**src/rtl/ps2_key_event_decoder_if.sv**
```systemverilog
// rtl/ps2_key_event_decoder_if.sv - key event read port between decoder and consumer
//   ev_valid   : head event present (FIFO non-empty)
//   ev_ready   : consumer accepts the head event
//   ev_code    : head event scancode without prefix
//   ev_ext     : head event carried the E0 prefix
//   ev_release : head event is a break (F0)
//   ev_count   : FIFO occupancy, 0..FIFO_DEPTH
interface ps2_key_event_decoder_if #(
    parameter int FIFO_DEPTH = 4
);
    localparam int CW = $clog2(FIFO_DEPTH) + 1;

    logic          ev_valid;
    logic          ev_ready;
    logic [7:0]    ev_code;
    logic          ev_ext;
    logic          ev_release;
    logic [CW-1:0] ev_count;

    modport master (
        output ev_valid, ev_code, ev_ext, ev_release, ev_count,
        input  ev_ready
    );

    modport slave (
        input  ev_valid, ev_code, ev_ext, ev_release, ev_count,
        output ev_ready
    );
endinterface

```
**src/rtl/ps2_key_event_decoder.sv**
```systemverilog
// rtl/ps2_key_event_decoder.sv - PS/2 Set-2 byte stream to buffered key events
//   clk, rstn   : system clock, asynchronous active-low reset
//   scancode    : byte from the PS/2 receiver (stable while keyPressed is settling)
//   keyPressed  : PS2Clk-domain strobe, one rising edge per byte
//   ev          : event read port (master side of ps2_key_event_decoder_if)
//   overflow    : sticky, an event was dropped because the FIFO was full
//   proto_err   : one-cycle pulse on a prefix violation or prefix timeout
module ps2_key_event_decoder #(
    parameter int FIFO_DEPTH      = 4,
    parameter int TIMEOUT_CYC     = 2000000,
    parameter int SUPPRESS_REPEAT = 1
) (
    input  logic                           clk,
    input  logic                           rstn,
    input  logic [7:0]                     scancode,
    input  logic                           keyPressed,
    ps2_key_event_decoder_if.master        ev,
    output logic                           overflow,
    output logic                           proto_err
);
    localparam int AW = $clog2(FIFO_DEPTH);
    localparam int CW = AW + 1;
    localparam int TW = $clog2(TIMEOUT_CYC + 1);
    localparam logic [TW-1:0] TO_LAST = TW'(TIMEOUT_CYC - 1);
    localparam logic [CW-1:0] FULL_CNT = CW'(FIFO_DEPTH);

    typedef enum logic [1:0] {S_IDLE, S_E0, S_F0, S_E0F0} state_t;

    logic [2:0]    ks;
    logic [1:0]    primed;
    logic          armed;
    logic          byte_stb;
    logic [7:0]    byte_q;
    logic          byte_v;
    state_t        state, nxt_state;
    logic [TW-1:0] tcnt;
    logic          emit, emit_rel, emit_ext, perr;
    logic          held_v, same_held, push, pop, full, do_push;
    logic [8:0]    held;
    logic [9:0]    mem [FIFO_DEPTH];
    logic [AW-1:0] wr_ptr, rd_ptr;
    logic [CW-1:0] count;
    logic [9:0]    head;

    // Sync flops reset to 0, so a keyPressed level still high at reset
    // release would look like a rising edge. The detector only arms once
    // ks[1] holds a genuine sample of a low keyPressed.
    always_ff @(posedge clk or negedge rstn) begin
        if (!rstn) begin
            ks     <= '0;
            primed <= '0;
            armed  <= 1'b0;
        end else begin
            ks     <= {ks[1:0], keyPressed};
            primed <= {primed[0], 1'b1};
            if (primed[1] && !ks[1])
                armed <= 1'b1;
        end
    end

    assign byte_stb = armed & ks[1] & ~ks[2];

    always_ff @(posedge clk or negedge rstn) begin
        if (!rstn) begin
            byte_q <= '0;
            byte_v <= 1'b0;
        end else begin
            byte_v <= byte_stb;
            if (byte_stb)
                byte_q <= scancode;
        end
    end

    always_comb begin
        nxt_state = state;
        emit      = 1'b0;
        emit_rel  = 1'b0;
        emit_ext  = 1'b0;
        perr      = 1'b0;
        if (byte_v) begin
            if (byte_q == 8'h00 || byte_q == 8'hFF) begin
                nxt_state = S_IDLE;
                perr      = (state != S_IDLE);
            end else begin
                case (state)
                    S_IDLE: begin
                        if (byte_q == 8'hE0)      nxt_state = S_E0;
                        else if (byte_q == 8'hF0) nxt_state = S_F0;
                        else                      emit = 1'b1;
                    end
                    S_E0: begin
                        if (byte_q == 8'hF0)      nxt_state = S_E0F0;
                        else if (byte_q != 8'hE0) begin
                            emit      = 1'b1;
                            emit_ext  = 1'b1;
                            nxt_state = S_IDLE;
                        end
                    end
                    S_F0, S_E0F0: begin
                        nxt_state = S_IDLE;
                        if (byte_q == 8'hE0 || byte_q == 8'hF0) begin
                            perr = 1'b1;
                        end else begin
                            emit     = 1'b1;
                            emit_rel = 1'b1;
                            emit_ext = (state == S_E0F0);
                        end
                    end
                    default: nxt_state = S_IDLE;
                endcase
            end
        end else if (state != S_IDLE && tcnt == TO_LAST) begin
            nxt_state = S_IDLE;
            perr      = 1'b1;
        end
    end

    assign same_held = held_v && (held == {emit_ext, byte_q});
    assign push      = emit && !((SUPPRESS_REPEAT != 0) && !emit_rel && same_held);
    assign pop       = ev.ev_valid && ev.ev_ready;
    assign full      = (count == FULL_CNT);
    assign do_push   = push && (!full || pop);

    always_ff @(posedge clk or negedge rstn) begin
        if (!rstn) begin
            state     <= S_IDLE;
            tcnt      <= '0;
            proto_err <= 1'b0;
            held      <= '0;
            held_v    <= 1'b0;
        end else begin
            state     <= nxt_state;
            proto_err <= perr;
            // Counter saturates at TO_LAST; the next byte always clears it.
            if (byte_stb)
                tcnt <= '0;
            else if (state != S_IDLE && tcnt != TO_LAST)
                tcnt <= tcnt + TW'(1);
            if (emit && SUPPRESS_REPEAT != 0) begin
                if (!emit_rel) begin
                    held   <= {emit_ext, byte_q};
                    held_v <= 1'b1;
                end else if (same_held) begin
                    held_v <= 1'b0;
                end
            end
        end
    end

    always_ff @(posedge clk) begin
        if (do_push)
            mem[wr_ptr] <= {emit_rel, emit_ext, byte_q};
    end

    always_ff @(posedge clk or negedge rstn) begin
        if (!rstn) begin
            wr_ptr   <= '0;
            rd_ptr   <= '0;
            count    <= '0;
            overflow <= 1'b0;
        end else begin
            if (do_push)
                wr_ptr <= wr_ptr + AW'(1);
            if (pop)
                rd_ptr <= rd_ptr + AW'(1);
            case ({do_push, pop})
                2'b10:   count <= count + CW'(1);
                2'b01:   count <= count - CW'(1);
                default: count <= count;
            endcase
            if (push && full && !pop)
                overflow <= 1'b1;
        end
    end

    // Memory is not reset, so the head is masked while the FIFO is empty.
    assign head          = mem[rd_ptr];
    assign ev.ev_valid   = (count != '0);
    assign ev.ev_count   = count;
    assign ev.ev_code    = ev.ev_valid ? head[7:0] : 8'h00;
    assign ev.ev_ext     = ev.ev_valid & head[8];
    assign ev.ev_release = ev.ev_valid & head[9];
endmodule

```
**src/flat_wrapper.sv**
```systemverilog
// flat-port wrapper written by rule: the top's interface ports become plain ports
module ps2_key_event_decoder_flat 
#(
    parameter int FIFO_DEPTH      = 4,
    parameter int TIMEOUT_CYC     = 2000000,
    parameter int SUPPRESS_REPEAT = 1
)
  (clk, rstn, scancode, keyPressed, overflow, proto_err, ev_ev_valid, ev_ev_code, ev_ev_ext, ev_ev_release, ev_ev_count, ev_ev_ready);
  ps2_key_event_decoder_if #(.FIFO_DEPTH(FIFO_DEPTH)) ev_i ();
  input  logic clk;
  input  logic rstn;
  input  logic [7:0] scancode;
  input  logic keyPressed;
  output logic overflow;
  output logic proto_err;
  output wire logic [$bits(ev_i.ev_valid)-1:0] ev_ev_valid;
  output wire logic [$bits(ev_i.ev_code)-1:0] ev_ev_code;
  output wire logic [$bits(ev_i.ev_ext)-1:0] ev_ev_ext;
  output wire logic [$bits(ev_i.ev_release)-1:0] ev_ev_release;
  output wire logic [$bits(ev_i.ev_count)-1:0] ev_ev_count;
  input wire logic [$bits(ev_i.ev_ready)-1:0] ev_ev_ready;
  assign ev_ev_valid = ev_i.ev_valid;
  assign ev_ev_code = ev_i.ev_code;
  assign ev_ev_ext = ev_i.ev_ext;
  assign ev_ev_release = ev_i.ev_release;
  assign ev_ev_count = ev_i.ev_count;
  assign ev_i.ev_ready = ev_ev_ready;
  ps2_key_event_decoder #(.FIFO_DEPTH(FIFO_DEPTH), .TIMEOUT_CYC(TIMEOUT_CYC), .SUPPRESS_REPEAT(SUPPRESS_REPEAT)) u_core (.clk(clk), .rstn(rstn), .scancode(scancode), .keyPressed(keyPressed), .ev(ev_i), .overflow(overflow), .proto_err(proto_err));
endmodule
```
**config.mk**
```make
export PLATFORM = sky130hd
export DESIGN_NAME = ps2_key_event_decoder_flat
export DESIGN_NICKNAME = d
export VERILOG_FILES = /design/src/rtl/ps2_key_event_decoder_if.sv /design/src/rtl/ps2_key_event_decoder.sv /design/src/flat_wrapper.sv
export SDC_FILE = /design/constraint.sdc
export NUM_CORES = 1
export LEC_CHECK = 0
export BUFFER_PORTS_ARGS = -buffer_cell sky130_fd_sc_hd__buf_2
export CORE_AREA = 8 8 142 144
export CTS_CLUSTER_DIAMETER = 30
export CTS_CLUSTER_SIZE = 24
export DETAILED_ROUTE_END_ITERATION = 16
export DIE_AREA = 0 0 150 152
export SYNTH_ARGS = -nofsm -noshare
export SYNTH_HDL_FRONTEND = slang
export SYNTH_SLANG_ARGS = --single-unit
```
**constraint.sdc**
```tcl
create_clock -name clk -period 5.52 [get_ports clk]
set_input_delay 0.276 -clock clk [delete_from_list [all_inputs] [get_ports clk]]
set_output_delay 0.276 -clock clk [all_outputs]
set_load 0.005 [all_outputs]
```
==> reports/metrics.cfg <==
[cts]
post_cts_buffers=0
h-tree-depth=3
cts-root-buf=clkbuf_16
cts_inserted_buffers=9
holdBufCountCts=0
cts-resized-gates=0
clkSinkCount=97
clkTransAtPathRegs_ns=0.07
cts_buffer_depth=2
clock_latency_ns=0.34
cts_tree=built

[placement]
port_buffers=27
place.gp.congestion=0.731
hpwl_um=5820

[route]
dr.pass1.iters=4
vias=2541
drt_iter0_drc=147
viasPerCell=4.29
post_drt_wl_per_cell_um=14.2
routed_wl_um=8400
antenna_left=0
drcViolationCount=0

[timing]
setup-violations-final=0
clock_skew_ns=0.00723
grt_setup_unrepaired=no
finalCritPeriodShare_pct=50.7
fmax_mhz=357
max_slew_margin_pct=50.0
hold_viol_final=0
slew_viol_final=0
tightest_slew_ns=0.749
fin_setup_tns_ns=0
fin_crit_ns=2.80
hold_slack_ns=0.0467

[synth]
netlist_area_um2=4400
synth-edff-count=40
synthDistinctLibCells=51
syn-num-nets=346
ys_seq_area_share_pct=59.7
yosysWarningCount=0
synthFlopType=dfrtp_1
syn_inst=328
synth_top_area_share_pct=32.4
synth.area.top_cells=dfrtp_1 32%, edfxtp_1 27%, mux4_2 5.1%
synth-seq-cells=97
synth.largest_area_cell=dfrtp_1
synthArstFlopShare_pct=58.8
synth_area_per_cell_um2=13.4

[run_status]
outcome=complete, no violations

[power_and_ir_drop]
p_per_area_nw_per_um2=417
vdd_drop_max_mv=0.169
p_leak_nw=1.99

[layout]
num_antenna_cells=0
seqCellArea_um2=2630
multi_input_area_um2=1690
area_growth_pct=15.0
drive_gt1_share_pct=24.0
layout.nets=376
nFillCells=1831

[global_routing]
grt_pass1_wl_um=14300
antenna_found_initial=0
grt_max_degree=58
grt_usage_pct=7.85
first_global_vias=2750
overflow=0

[setup_path]
crit_type=reg2reg
cp_data_arrival_time_ns=3.02
critPathSlowestCell=dfrtp_1
rr_endpoint=u_core.ev.ev_count[2]
path_delay_family=simple AND/OR/NAND/NOR gates
reg2reg_slack_ns=2.72
critical_path.max_fanout=13
cp-start-kind=flip-flop
r2r_cells=9
cp_cell_sequence=nor4_1, and2_4, o32a_4, nor2_2, nor2_1, fa_1, nor4b_2, o21bai_1, a211o_1
r2r_start=u_core.byte_q[4]
slowest_delay_ns=0.55
crit_required_ns=5.74
critPathBufInv=0
critPathCaptureType=flip-flop

[run]
cap_violations=0

[min_path]
min_from=keyPressed
hold_end=u_core.ks[0]
hold_class=in2reg
min_delay_path_depth=1

[floorplanning]
core_area_um2=17800
dieArea_um2=22800
rows=49
die_w_um=150
io-pin-count=28
die_y_um=152
start_util_pct=24.8

-- registers in the layout (all words and copies together) (netlist names) --
| signal | count |
|---|---|
| u_core.armed | 1 |
| u_core.byte_q | 8 |
| u_core.byte_v | 1 |
| u_core.ev.ev_count | 3 |
| u_core.held | 9 |
| u_core.held_v | 1 |
| u_core.ks | 3 |
| u_core.mem | 40 |
| u_core.overflow | 1 |
| u_core.primed | 2 |
| u_core.proto_err | 1 |
| u_core.rd_ptr | 2 |
| u_core.state | 2 |
| u_core.tcnt | 21 |
| u_core.wr_ptr | 2 |
-- area by class of cell --
| class | instances | share of cell area, % |
|---|---|---|
| tap | 229 | 5.66 |
| timing repair buffer | 29 | 2.97 |
| clock inverter | 6 | 0.816 |
| inverter | 11 | 0.816 |
| clock buffer | 10 | 4.52 |
| multi-input combinational | 210 | 33.3 |
| sequential | 97 | 51.9 |
-- worst max path at each step --
stage                                start  slack, ns                     to  cells past startpoint
after floorplan           u_core.byte_q[6]       3.09  u_core.ev.ev_count[2]                      8
after global placement    u_core.byte_q[4]       2.87  u_core.ev.ev_count[2]                      9
after detailed placement  u_core.byte_q[4]       2.76  u_core.ev.ev_count[2]                      9
after CTS                 u_core.byte_q[4]       2.75  u_core.ev.ev_count[2]                      9
after global routing      u_core.byte_q[4]       2.62  u_core.ev.ev_count[2]                      9
final                     u_core.byte_q[4]       2.72  u_core.ev.ev_count[2]                      9
-- cells in the final DEF (no fill, tap or decap), types with 2 or more instances in the layout --
cell type,instances
a211o_1,2
a21o_1,2
a21oi_1,4
and2_1,15
and3_1,6
and4_4,2
and4bb_1,2
buf_2,27
buf_4,2
clkbuf_16,9
dfrtp_1,57
edfxtp_1,40
ha_1,5
inv_1,11
mux2_2,17
mux4_2,10
nand2_1,16
nand3_1,12
nand4_1,5
nor2_1,34
nor2_2,2
nor3_1,4
nor4_1,5
nor4_2,2
nor4b_2,2
o21ai_0,6
or2_2,2
xnor2_1,9
xor2_1,24
-- routing by layer --
metal / wire [um] / GRT usage [%]
met3: 373 / 2.52
met4: 77 / 2.38
met5: 0 / 0
met2: 4180 / 13.1
met1: 3770 / 9.40
-- cells in the mapped netlist (2+ instances only) --
library cell,n
dfrtp_1,57
edfxtp_1,40
nand3_1,12
xor2_1,24
a21o_1,2
nor4b_2,2
nor3_1,4
nor4_1,5
a21oi_1,4
and4bb_1,2
mux2_2,17
a211o_1,2
xnor2_1,9
and4_4,2
inv_1,11
o21ai_0,6
nor2_1,35
mux4_2,10
and3_1,6
ha_1,5
nand2_1,16
nor4_2,2
buf_2,3
nand4_1,5
clkbuf_1,6
or2_2,2
and2_1,15
-- report_power, final --
part           internal (mW)  switching (mW)  total [mW]  leakage [nW]
Sequential             0.887           0.129        1.02          1.09
Clock                  0.307           0.258       0.564         0.128
Combinational          0.282           0.246       0.528         0.773
Total                   1.48           0.633        2.11          1.99
-- through the flow --
| step | util [%] | power [mW] | setup WS, ns | cell area [um^2] | std cells |
|---|---|---|---|---|---|
| 2_1_floorplan | - | 1.37 | 3.09 | 4400 | 328 |
| 3_3_place_gp | 27.0 | 1.55 | 2.87 | 4790 | 576 |
| 3_5_place_dp | 27.0 | 1.58 | 2.76 | 4790 | 576 |
| 4_1_cts | 28.5 | 2.15 | 2.75 | 5060 | 592 |
| 5_1_grt | 28.5 | 2.25 | 2.62 | 5060 | 592 |
| 6_report | 28.5 | 2.11 | 2.72 | 5060 | 592 |
-- logic make-up (layout without fill, tap and decap cells) --
| family | after synthesis | count (layout) | share of synthesized area, % |
|---|---|---|---|
| muxes | 29 | 29 | 9.95 |
| and+or+nand+nor | 117 | 117 | 15.3 |
| adders and majority gates | 6 | 6 | 1.88 |
| xor gates and xnor gates | 33 | 33 | 6.57 |
| other | 1 | 1 | 0.0852 |
| DFF | 97 | 97 | 59.7 |
| AOI/OAI and AO/OA | 24 | 24 | 4.52 |
| buffers and inverters | 21 | 56 | 2.05 |
No activity file was read; power rests on OpenSTA's default activity.
